`src/rtl/seq_detector_param.sv`:
```
// -----------------------------------------------------------------------------
// seq_detector_param
//   Moore serial sequence detector with a run-time programmable pattern
//   (1..MAX_LEN bits), overlapping / non-overlapping mode, an input qualifier
//   and a saturating match counter. The defaults detect "1001" without overlap.
//
// Ports
//   clk_i          clock, all logic on the rising edge
//   reset_i        synchronous active-high reset (restores DEF_* config)
//   din_i          serial data bit
//   din_valid_i    din_i is sampled only when high
//   cfg_load_i     one-cycle pulse: capture cfg_pattern_i/cfg_len_i/cfg_overlap_i
//   cfg_pattern_i  new pattern; bit [len-1] is the first bit, bit [0] the last
//   cfg_len_i      new pattern length
//   cfg_overlap_i  new mode: 1 = overlapping, 0 = non-overlapping
//   dout_o         registered match flag, high for one cycle per match
//   match_count_o  matches since reset / cfg_load, saturating
//   cfg_err_o      active config invalid (len 0 or > MAX_LEN), detection off
// -----------------------------------------------------------------------------
module seq_detector_param #(
    parameter int                 MAX_LEN     = 8,
    parameter int                 LEN_W       = 4,
    parameter int                 CNT_W       = 8,
    parameter logic [MAX_LEN-1:0] DEF_PATTERN = MAX_LEN'(8'h09),
    parameter int                 DEF_LEN     = 4,
    parameter bit                 DEF_OVERLAP = 1'b0
) (
    input  logic               clk_i,
    input  logic               reset_i,
    input  logic               din_i,
    input  logic               din_valid_i,
    input  logic               cfg_load_i,
    input  logic [MAX_LEN-1:0] cfg_pattern_i,
    input  logic [LEN_W-1:0]   cfg_len_i,
    input  logic               cfg_overlap_i,
    output logic               dout_o,
    output logic [CNT_W-1:0]   match_count_o,
    output logic               cfg_err_o
);

    localparam logic [LEN_W-1:0] MAX_LEN_V = LEN_W'(MAX_LEN);
    localparam logic [CNT_W-1:0] CNT_MAX   = {CNT_W{1'b1}};

    // Active configuration
    logic [MAX_LEN-1:0] pattern_q;
    logic [LEN_W-1:0]   len_q;
    logic               overlap_q;
    logic               cfg_err_q;

    // Detection state
    logic [MAX_LEN-1:0] hist_q, hist_d;
    logic [LEN_W-1:0]   fill_q, fill_d;
    logic [CNT_W-1:0]   count_q, count_d;
    logic               dout_q, dout_d;

    // Combinational helpers
    logic [MAX_LEN-1:0] hist_n_s;
    logic [MAX_LEN-1:0] mask_s;
    logic [LEN_W:0]     fill_inc_s;
    logic               match_s;
    logic               cfg_bad_s;

    // Match detection and next-state computation for history, fill, count, flag
    always_comb begin
        hist_n_s   = {hist_q[MAX_LEN-2:0], din_i};
        // Low len_q bits set; a shift of MAX_LEN or more yields an all-ones mask.
        mask_s     = ~({MAX_LEN{1'b1}} << len_q);
        fill_inc_s = {1'b0, fill_q} + {{LEN_W{1'b0}}, 1'b1};
        match_s    = din_valid_i && !cfg_err_q
                     && (fill_inc_s >= {1'b0, len_q})
                     && (((hist_n_s ^ pattern_q) & mask_s) == {MAX_LEN{1'b0}});
        cfg_bad_s  = (cfg_len_i == {LEN_W{1'b0}}) || (cfg_len_i > MAX_LEN_V);

        hist_d  = hist_q;
        fill_d  = fill_q;
        count_d = count_q;
        dout_d  = match_s;

        if (match_s && !overlap_q) begin
            // Non-overlapping: the next match must be built from fresh bits.
            hist_d = {MAX_LEN{1'b0}};
            fill_d = {LEN_W{1'b0}};
        end else if (din_valid_i) begin
            hist_d = hist_n_s;
            if (fill_q >= MAX_LEN_V) begin
                fill_d = fill_q;
            end else begin
                fill_d = fill_q + {{(LEN_W-1){1'b0}}, 1'b1};
            end
        end else begin
            // Gap: partial match is preserved.
            hist_d = hist_q;
            fill_d = fill_q;
        end

        if (match_s && (count_q != CNT_MAX)) begin
            count_d = count_q + {{(CNT_W-1){1'b0}}, 1'b1};
        end else begin
            count_d = count_q;
        end
    end

    // State registers: reset beats cfg_load, cfg_load ignores din on that cycle
    always_ff @(posedge clk_i) begin
        if (reset_i) begin
            pattern_q <= DEF_PATTERN;
            len_q     <= LEN_W'(DEF_LEN);
            overlap_q <= DEF_OVERLAP;
            cfg_err_q <= 1'b0;
            hist_q    <= {MAX_LEN{1'b0}};
            fill_q    <= {LEN_W{1'b0}};
            count_q   <= {CNT_W{1'b0}};
            dout_q    <= 1'b0;
        end else if (cfg_load_i) begin
            pattern_q <= cfg_pattern_i;
            len_q     <= cfg_len_i;
            overlap_q <= cfg_overlap_i;
            cfg_err_q <= cfg_bad_s;
            hist_q    <= {MAX_LEN{1'b0}};
            fill_q    <= {LEN_W{1'b0}};
            count_q   <= {CNT_W{1'b0}};
            dout_q    <= 1'b0;
        end else begin
            hist_q    <= hist_d;
            fill_q    <= fill_d;
            count_q   <= count_d;
            dout_q    <= dout_d;
        end
    end

    assign dout_o        = dout_q;
    assign match_count_o = count_q;
    assign cfg_err_o     = cfg_err_q;

endmodule

```
`config.mk`:
```
export PLATFORM = sky130hd
export DESIGN_NAME = seq_detector_param
export DESIGN_NICKNAME = d
export VERILOG_FILES = /design/src/rtl/seq_detector_param.sv
export SDC_FILE = /design/constraint.sdc
export NUM_CORES = 1
export LEC_CHECK = 0
export ABC_AREA = 1
export CAP_MARGIN = 25
export CELL_PAD_IN_SITES_DETAIL_PLACEMENT = 0
export CELL_PAD_IN_SITES_GLOBAL_PLACEMENT = 2
export CORE_AREA = 2 2 82 84
export CTS_CLUSTER_DIAMETER = 40
export CTS_CLUSTER_SIZE = 8
export DETAILED_ROUTE_END_ITERATION = 8
export DIE_AREA = 0 0 84 86
export PLACE_DENSITY_LB_ADDON = 0.1
export SLEW_MARGIN = 40
export SYNTH_ARGS = -nofsm -noshare
export SYNTH_HDL_FRONTEND = slang
export SYNTH_SLANG_ARGS = --single-unit
```
`constraint.sdc`:
```
create_clock -name clk_i -period 3.5 [get_ports clk_i]
set_clock_uncertainty 0.15 [all_clocks]
set_input_delay 0.875 -clock clk_i [delete_from_list [all_inputs] [get_ports clk_i]]
set_output_delay 0.875 -clock clk_i [all_outputs]
set_load 0.05 [all_outputs]
```
==> results of run 1 <==
cell usage after synthesis:
cell       n  area, sq um
nand2_2    3        18.77
dfxtp_1   34        680.7
xnor2_1    4        35.03
o21ai_0   13        65.06
mux2i_1    2        20.02
nand2_1   52        195.2
nand3_2    3        30.03
nand2_4    1        11.26
clkinv_1   2        7.510
inv_1     24        90.09
xor2_1     5        43.79
inv_2      8        30.03
clkbuf_1   3        11.26
o21ai_2    1        8.760
nor2_4     1        11.26
nor2_1    29        108.9
buf_2      1        5.000
a21oi_1   23        115.1
or2_1      1        6.260
nand3_4    3        52.55
nand4_1    8        50.05
nor2_8     2        40.04
nand3_1    8        40.04
nor2_2    11        68.82
nor3_1     2        10.01
buf_6      1        11.26
ha_1       7        87.58
placed cells by master, fill, tap and decap left out, drive strengths merged:
master	netlist	layout
nand2	56	56
clkinv	2	2
mux2i	2	2
nand3	14	14
or2	1	1
o21ai	14	14
nor3	2	2
inv	32	32
buf	2	3
a21oi	23	23
ha	7	7
nand4	8	8
xnor2	4	4
dfxtp	34	34
nor2	43	43
xor2	5	5
clkdlybuf4s50	0	27
clkbuf	3	6
final cells by class:
class / count / area (sq um) / area share, %
Multi-Input combinational cell: 179 / 1018 / 44.31
Sequential cell: 34 / 680.7 / 29.61
Timing Repair Buffer: 30 / 292.8 / 12.74
Inverter: 34 / 127.6 / 5.553
Tap cell: 77 / 96.34 / 4.192
Clock buffer: 6 / 82.58 / 3.593
per-layer routing:
| layer | vias up | GRT usage (%) |
|---|---|---|
| li1 | 865 | - |
| met1 | 674 | 19.20 |
| met2 | 19 | 21.09 |
| met3 | 7 | 2.984 |
| met4 | 0 | 4.399 |
| met5 | - | 0 |
cell families (layout without fill, tap and decap cells):
| kind of cell | count (synthesis) | in the layout | synth area share, % |
|---|---|---|---|
| AOI/OAI and AO/OA | 37 | 37 | 10.19 |
| xor gates and xnor gates | 9 | 9 | 4.251 |
| adders and majority gates | 7 | 7 | 4.723 |
| buffers and inverters | 39 | 70 | 8.367 |
| DFF | 34 | 34 | 36.71 |
| muxes | 2 | 2 | 1.080 |
| and+or+nand+nor | 124 | 124 | 34.68 |
power by group through the flow:
| stage | clock network (mW) | registers [mW] | logic [mW] |
|---|---|---|---|
| after CTS | 0.299 | 0.410 | 0.123 |
| final | 0.287 | 0.410 | 0.121 |
| after global placement | 0 | 0.419 | 0.123 |
| after detailed placement | 0 | 0.419 | 0.123 |
| after floorplan | 0 | 0.420 | 0.0765 |
| after global routing | 0.318 | 0.412 | 0.136 |
registers in the layout (all words and copies together), names as in the netlist:
| register | count |
|---|---|
| cfg_err_o | 1 |
| dout_o | 1 |
| fill_q | 4 |
| hist_q | 7 |
| len_q | 4 |
| match_count_o | 8 |
| overlap_q | 1 |
| pattern_q | 8 |
final timing paths:
| check | to | slack [ps] | depth (start not counted) |
|---|---|---|---|
| hold reg to reg | pattern_q[6] | 320 | 2 |
| hold / removal | pattern_q[6] | 320 | 2 |
| setup / recovery | match_count_o[2] | 910 | 1 |
| setup reg to reg | hist_q[3] | 970 | 12 |
through the flow:
stage               worst slack [ps]  area [sq um]  hold slack (ps)  std cells
detailed placement             695.4          2216            313.6        354
floorplan                       1386          1854            292.8        252
global route                   681.5          2298            336.7        360
finish                         909.2          2298            322.9        360
global placement               725.9          2216            311.6        354
CTS                            890.5          2298            324.8        360
==> impl_metrics.env, run 1 <==
export IMPL_finalSetupViolations=0
export IMPL_core_sq_um=6277
export IMPL_io_pins=28
export IMPL_cp_top_family="buffers and inverters"
export IMPL_numCtsBuffers=5
export IMPL_yosysSeqAreaShare_pct=36.71
export IMPL_synth_area_per_cell_sq_um=7.358
export IMPL_met3_length_um=107
export IMPL_worst_setup_path_end_kind="output pin"
export IMPL_postCtsSetupBuffers=0
export IMPL_grt_overflow=0
export IMPL_wire_per_inst_um=12.63
export IMPL_start_util_pct=29.54
export IMPL_relSlewSlack_pct=65.89
export IMPL_grt_pass1_wl_mm=7.762
export IMPL_cp_buffers_inverters=1
export IMPL_synth_seq_cells=34
export IMPL_power_switching_mw=0.2175
export IMPL_max_slew_worst_pin_slew_ps=508.5
export IMPL_arrival_ps=1570
export IMPL_critical_path_class="flip-flop to output pin"
export IMPL_antenna_cells=0
export IMPL_power_density_nw_per_um2=355.8
export IMPL_syn_cell_area_sq_um=1854
export IMPL_cts_hold_repair_buffers=0
export IMPL_startpoint_type="flip-flop"
export IMPL_drtIter0Drc=41
export IMPL_cts_root_buf="clkbuf_8"
export IMPL_antenna_found_initial=0
export IMPL_via_per_inst=4.347
export IMPL_crit_chain="clkdlybuf4s50_1"
export IMPL_finalWirelength_mm=4.546
export IMPL_fp_dieH_um=86
export IMPL_grt_usage_pct=13.73
export IMPL_ir_drop_mv=0.1887
export IMPL_min_delay_path_class="flip-flop to flip-flop"
export IMPL_hold_start="pattern_q[6]"
export IMPL_cts_max_level=2
export IMPL_clkSlewWorstSetupHoldPaths_ps=70
export IMPL_fmax_ghz=0.3860
export IMPL_max_cap_violations=0
export IMPL_ant_nets=0
export IMPL_dr_wl_met2_mm=1.896
export IMPL_crit_start="match_count_o[2]"
export IMPL_r2r_start="fill_q[0]"
export IMPL_syn_nets=277
export IMPL_cp_slowest_stage_delay_ps=850
export IMPL_die_width_um=84
export IMPL_p_clk_share_pct=35.0
export IMPL_cp_max_fo=6
export IMPL_cp_slowest_cell="clkdlybuf4s50_1"
export IMPL_top_layer="met4"
export IMPL_sequentialPowerShare_pct=50.1
export IMPL_tns_ps=0
export IMPL_period_minus_slack_ps=2591
export IMPL_p_sw_share_pct=26.60
export IMPL_power_leakage_nw=0.9753
export IMPL_grt_max_degree=20
export IMPL_first_pass_iters=4
export IMPL_drv_slew=0
export IMPL_clk_path_buf_depth=2
export IMPL_internal_power_mw=0.6002
export IMPL_status="finished, final reports clean"
export IMPL_final_util_pct=36.62
export IMPL_clkLatencyLatePin_ps=280
export IMPL_cts_tree="done"
export IMPL_rsz0062_at_grt="no"
export IMPL_gp_congestion=0.7402
export IMPL_vias=1565
export IMPL_period_share_pct=74.02
export IMPL_nNetsFinal=309
export IMPL_power_mw=0.8178
export IMPL_wl_met1_mm=2.482
export IMPL_cts_resized=0
export IMPL_num_rows=29
export IMPL_drcViolationCount=0
export IMPL_portBuffers=27
export IMPL_dieArea_sq_um=7224
export IMPL_place_detailed_hpwl_mm=3.398
export IMPL_grt_pass1_vias=1588
export IMPL_cp_required_ps=2470
export IMPL_area_growth_pct=23.95
export IMPL_yosys_cell_types_count=27
export IMPL_nFillCells=699
export IMPL_comb_power_share_pct=14.8
export IMPL_cts_sinks=34
export IMPL_final_hold_viol_count=0
export IMPL_yosysWarnings=0
export IMPL_final_layout_size_suffix_gt1_share_pct=14.84
export IMPL_synth_cells=252
No activity file was read; power rests on OpenSTA's default activity.
==> inputs of run 2 (changes only) <==
- clock period: 3.5 -> 2.7 ns (I/O delays scaled with it)
==> run 2 against run 1 <==
Net effect: global-route usage decreased by 0.14 points; non-clock buffer count increased by 2; critical path depth unchanged; sequential cell count unchanged; clock-buffer cell count unchanged; largest power group unchanged; utilization increased by 0.44 points; largest cell class unchanged; setup slack got worse by 610 ps.
==> impl_metrics.env, run 2 (same netlist as run 1, synthesis figures left out) <==
export IMPL_finalSetupViolations=0
export IMPL_startpoint_type="flip-flop"
export IMPL_power_density_nw_per_um2=468.4
export IMPL_worst_setup_path_end_kind="output pin"
export IMPL_max_slew_worst_pin_slew_ps=504.7
export IMPL_cts_resized=0
export IMPL_cts_tree="done"
export IMPL_vias=1591
export IMPL_finalWirelength_mm=4.468
export IMPL_most_common_layout_cells="nand2_1 (52), dfxtp_1 (34), nor2_1 (29)"
export IMPL_power_leakage_nw=0.9886
export IMPL_nFillCells=707
export IMPL_grt_pass1_vias=1563
export IMPL_die_width_um=84
export IMPL_critical_path_class="flip-flop to output pin"
export IMPL_antenna_found_initial=0
export IMPL_relSlewSlack_pct=66.25
export IMPL_nNetsFinal=311
export IMPL_period_minus_slack_ps=2399
export IMPL_cp_top_family="buffers and inverters"
export IMPL_grt_overflow=0
export IMPL_pre_cts_ws_ps=258.6
export IMPL_via_per_inst=4.371
export IMPL_clk_path_buf_depth=2
export IMPL_wire_per_inst_um=12.27
export IMPL_arrival_ps=1570
export IMPL_final_common_cell="nand2_1"
export IMPL_timing_final_ws_setup_ps=301.2
export IMPL_final_hold_viol_count=0
export IMPL_ant_nets=0
export IMPL_final_layout_size_suffix_gt1_share_pct=16.03
export IMPL_postCtsSetupBuffers=0
export IMPL_status="finished, final reports clean"
export IMPL_cts_hold_repair_buffers=0
export IMPL_grt_pass1_wl_mm=7.734
export IMPL_start_util_pct=29.54
export IMPL_io_pins=28
export IMPL_max_cap_violations=0
export IMPL_cp_max_fo=6
export IMPL_cts_sinks=34
export IMPL_grt_max_degree=20
export IMPL_drtIter0Drc=52
export IMPL_gp_congestion=0.7396
export IMPL_first_pass_iters=4
export IMPL_drcViolationCount=0
export IMPL_num_rows=29
export IMPL_grt_usage_pct=13.59
export IMPL_dieArea_sq_um=7224
export IMPL_clkSlewWorstSetupHoldPaths_ps=80
export IMPL_cp_required_ps=1880
export IMPL_cp_slowest_cell="clkdlybuf4s50_1"
export IMPL_area_growth_pct=25.44
export IMPL_cp_buffers_inverters=1
export IMPL_ir_drop_mv=0.1961
export IMPL_portBuffers=27
export IMPL_fmax_ghz=0.4169
export IMPL_numCtsBuffers=5
export IMPL_tns_ps=0
export IMPL_clkLatencyLatePin_ps=280
export IMPL_place_detailed_hpwl_mm=3.322
export IMPL_crit_chain="clkdlybuf4s50_1"
export IMPL_core_sq_um=6277
export IMPL_cts_root_buf="clkbuf_8"
export IMPL_timing_hold_ws_ps=325.4
export IMPL_period_share_pct=88.84
export IMPL_fp_dieH_um=86
export IMPL_antenna_cells=0
export IMPL_drv_slew=0
export IMPL_min_delay_path_class="flip-flop to flip-flop"
export IMPL_final_util_pct=37.05
export IMPL_cts_max_level=2
export IMPL_rsz0062_at_grt="no"
export IMPL_cp_slowest_stage_delay_ps=850
-- run 2: changes by cell type in the layout (fill, tap and decap cells not counted), sizes merged --
cell and change:
clkinvlp +1, clkinv +1, buf +2
-- run 2: path summary, 6_finish.rpt --
| check | endpoint | depth (start not counted) | slack, ps | startpoint |
|---|---|---|---|---|
| worst min register to register | pattern_q[1] | 2 | 330 | pattern_q[1] |
| worst max register to register | hist_q[1] | 12 | 330 | fill_q[0] |
| worst min-delay path | pattern_q[1] | 2 | 330 | pattern_q[1] |
| worst max-delay path | match_count_o[2] | 1 | 300 | match_count_o[2] |
-- run 2: final cells by class --
cell class / count / area (sq um) / share of cell area (%)
clock buffers: 6 / 82.58 / 3.550
well taps: 77 / 96.34 / 4.142
clock inverters: 2 / 12.51 / 0.5379
inverters: 34 / 127.6 / 5.487
multi-input cells: 179 / 1018 / 43.79
flip-flops and latches: 34 / 680.7 / 29.26
repair buffers: 32 / 307.8 / 13.23
-- run 2: power breakdown --
group	total (mW)	switching (mW)	internal, mW
Sequential	0.531	0.0136	0.518
Combinational	0.157	0.0919	0.0651
Clock	0.401	0.196	0.205
-- run 2: routing by layer --
layer | vias up | part of all wire (%) | GRT usage, %
met5 | - | 0 | 0
met4 | 0 | 0.65 | 4.399
met3 | 2 | 2.8 | 3.465
met2 | 20 | 42 | 21.38
met1 | 702 | 54 | 18.27
li1 | 867 | - | -
-- run 2: per-stage QoR --
stage	std cells	power, mW	area (sq um)
floorplan	252	0.6430	1854
global placement	356	0.7041	2231
detailed placement	356	0.7034	2231
CTS	364	1.111	2326
global route	364	1.162	2326
finish	364	1.090	2326
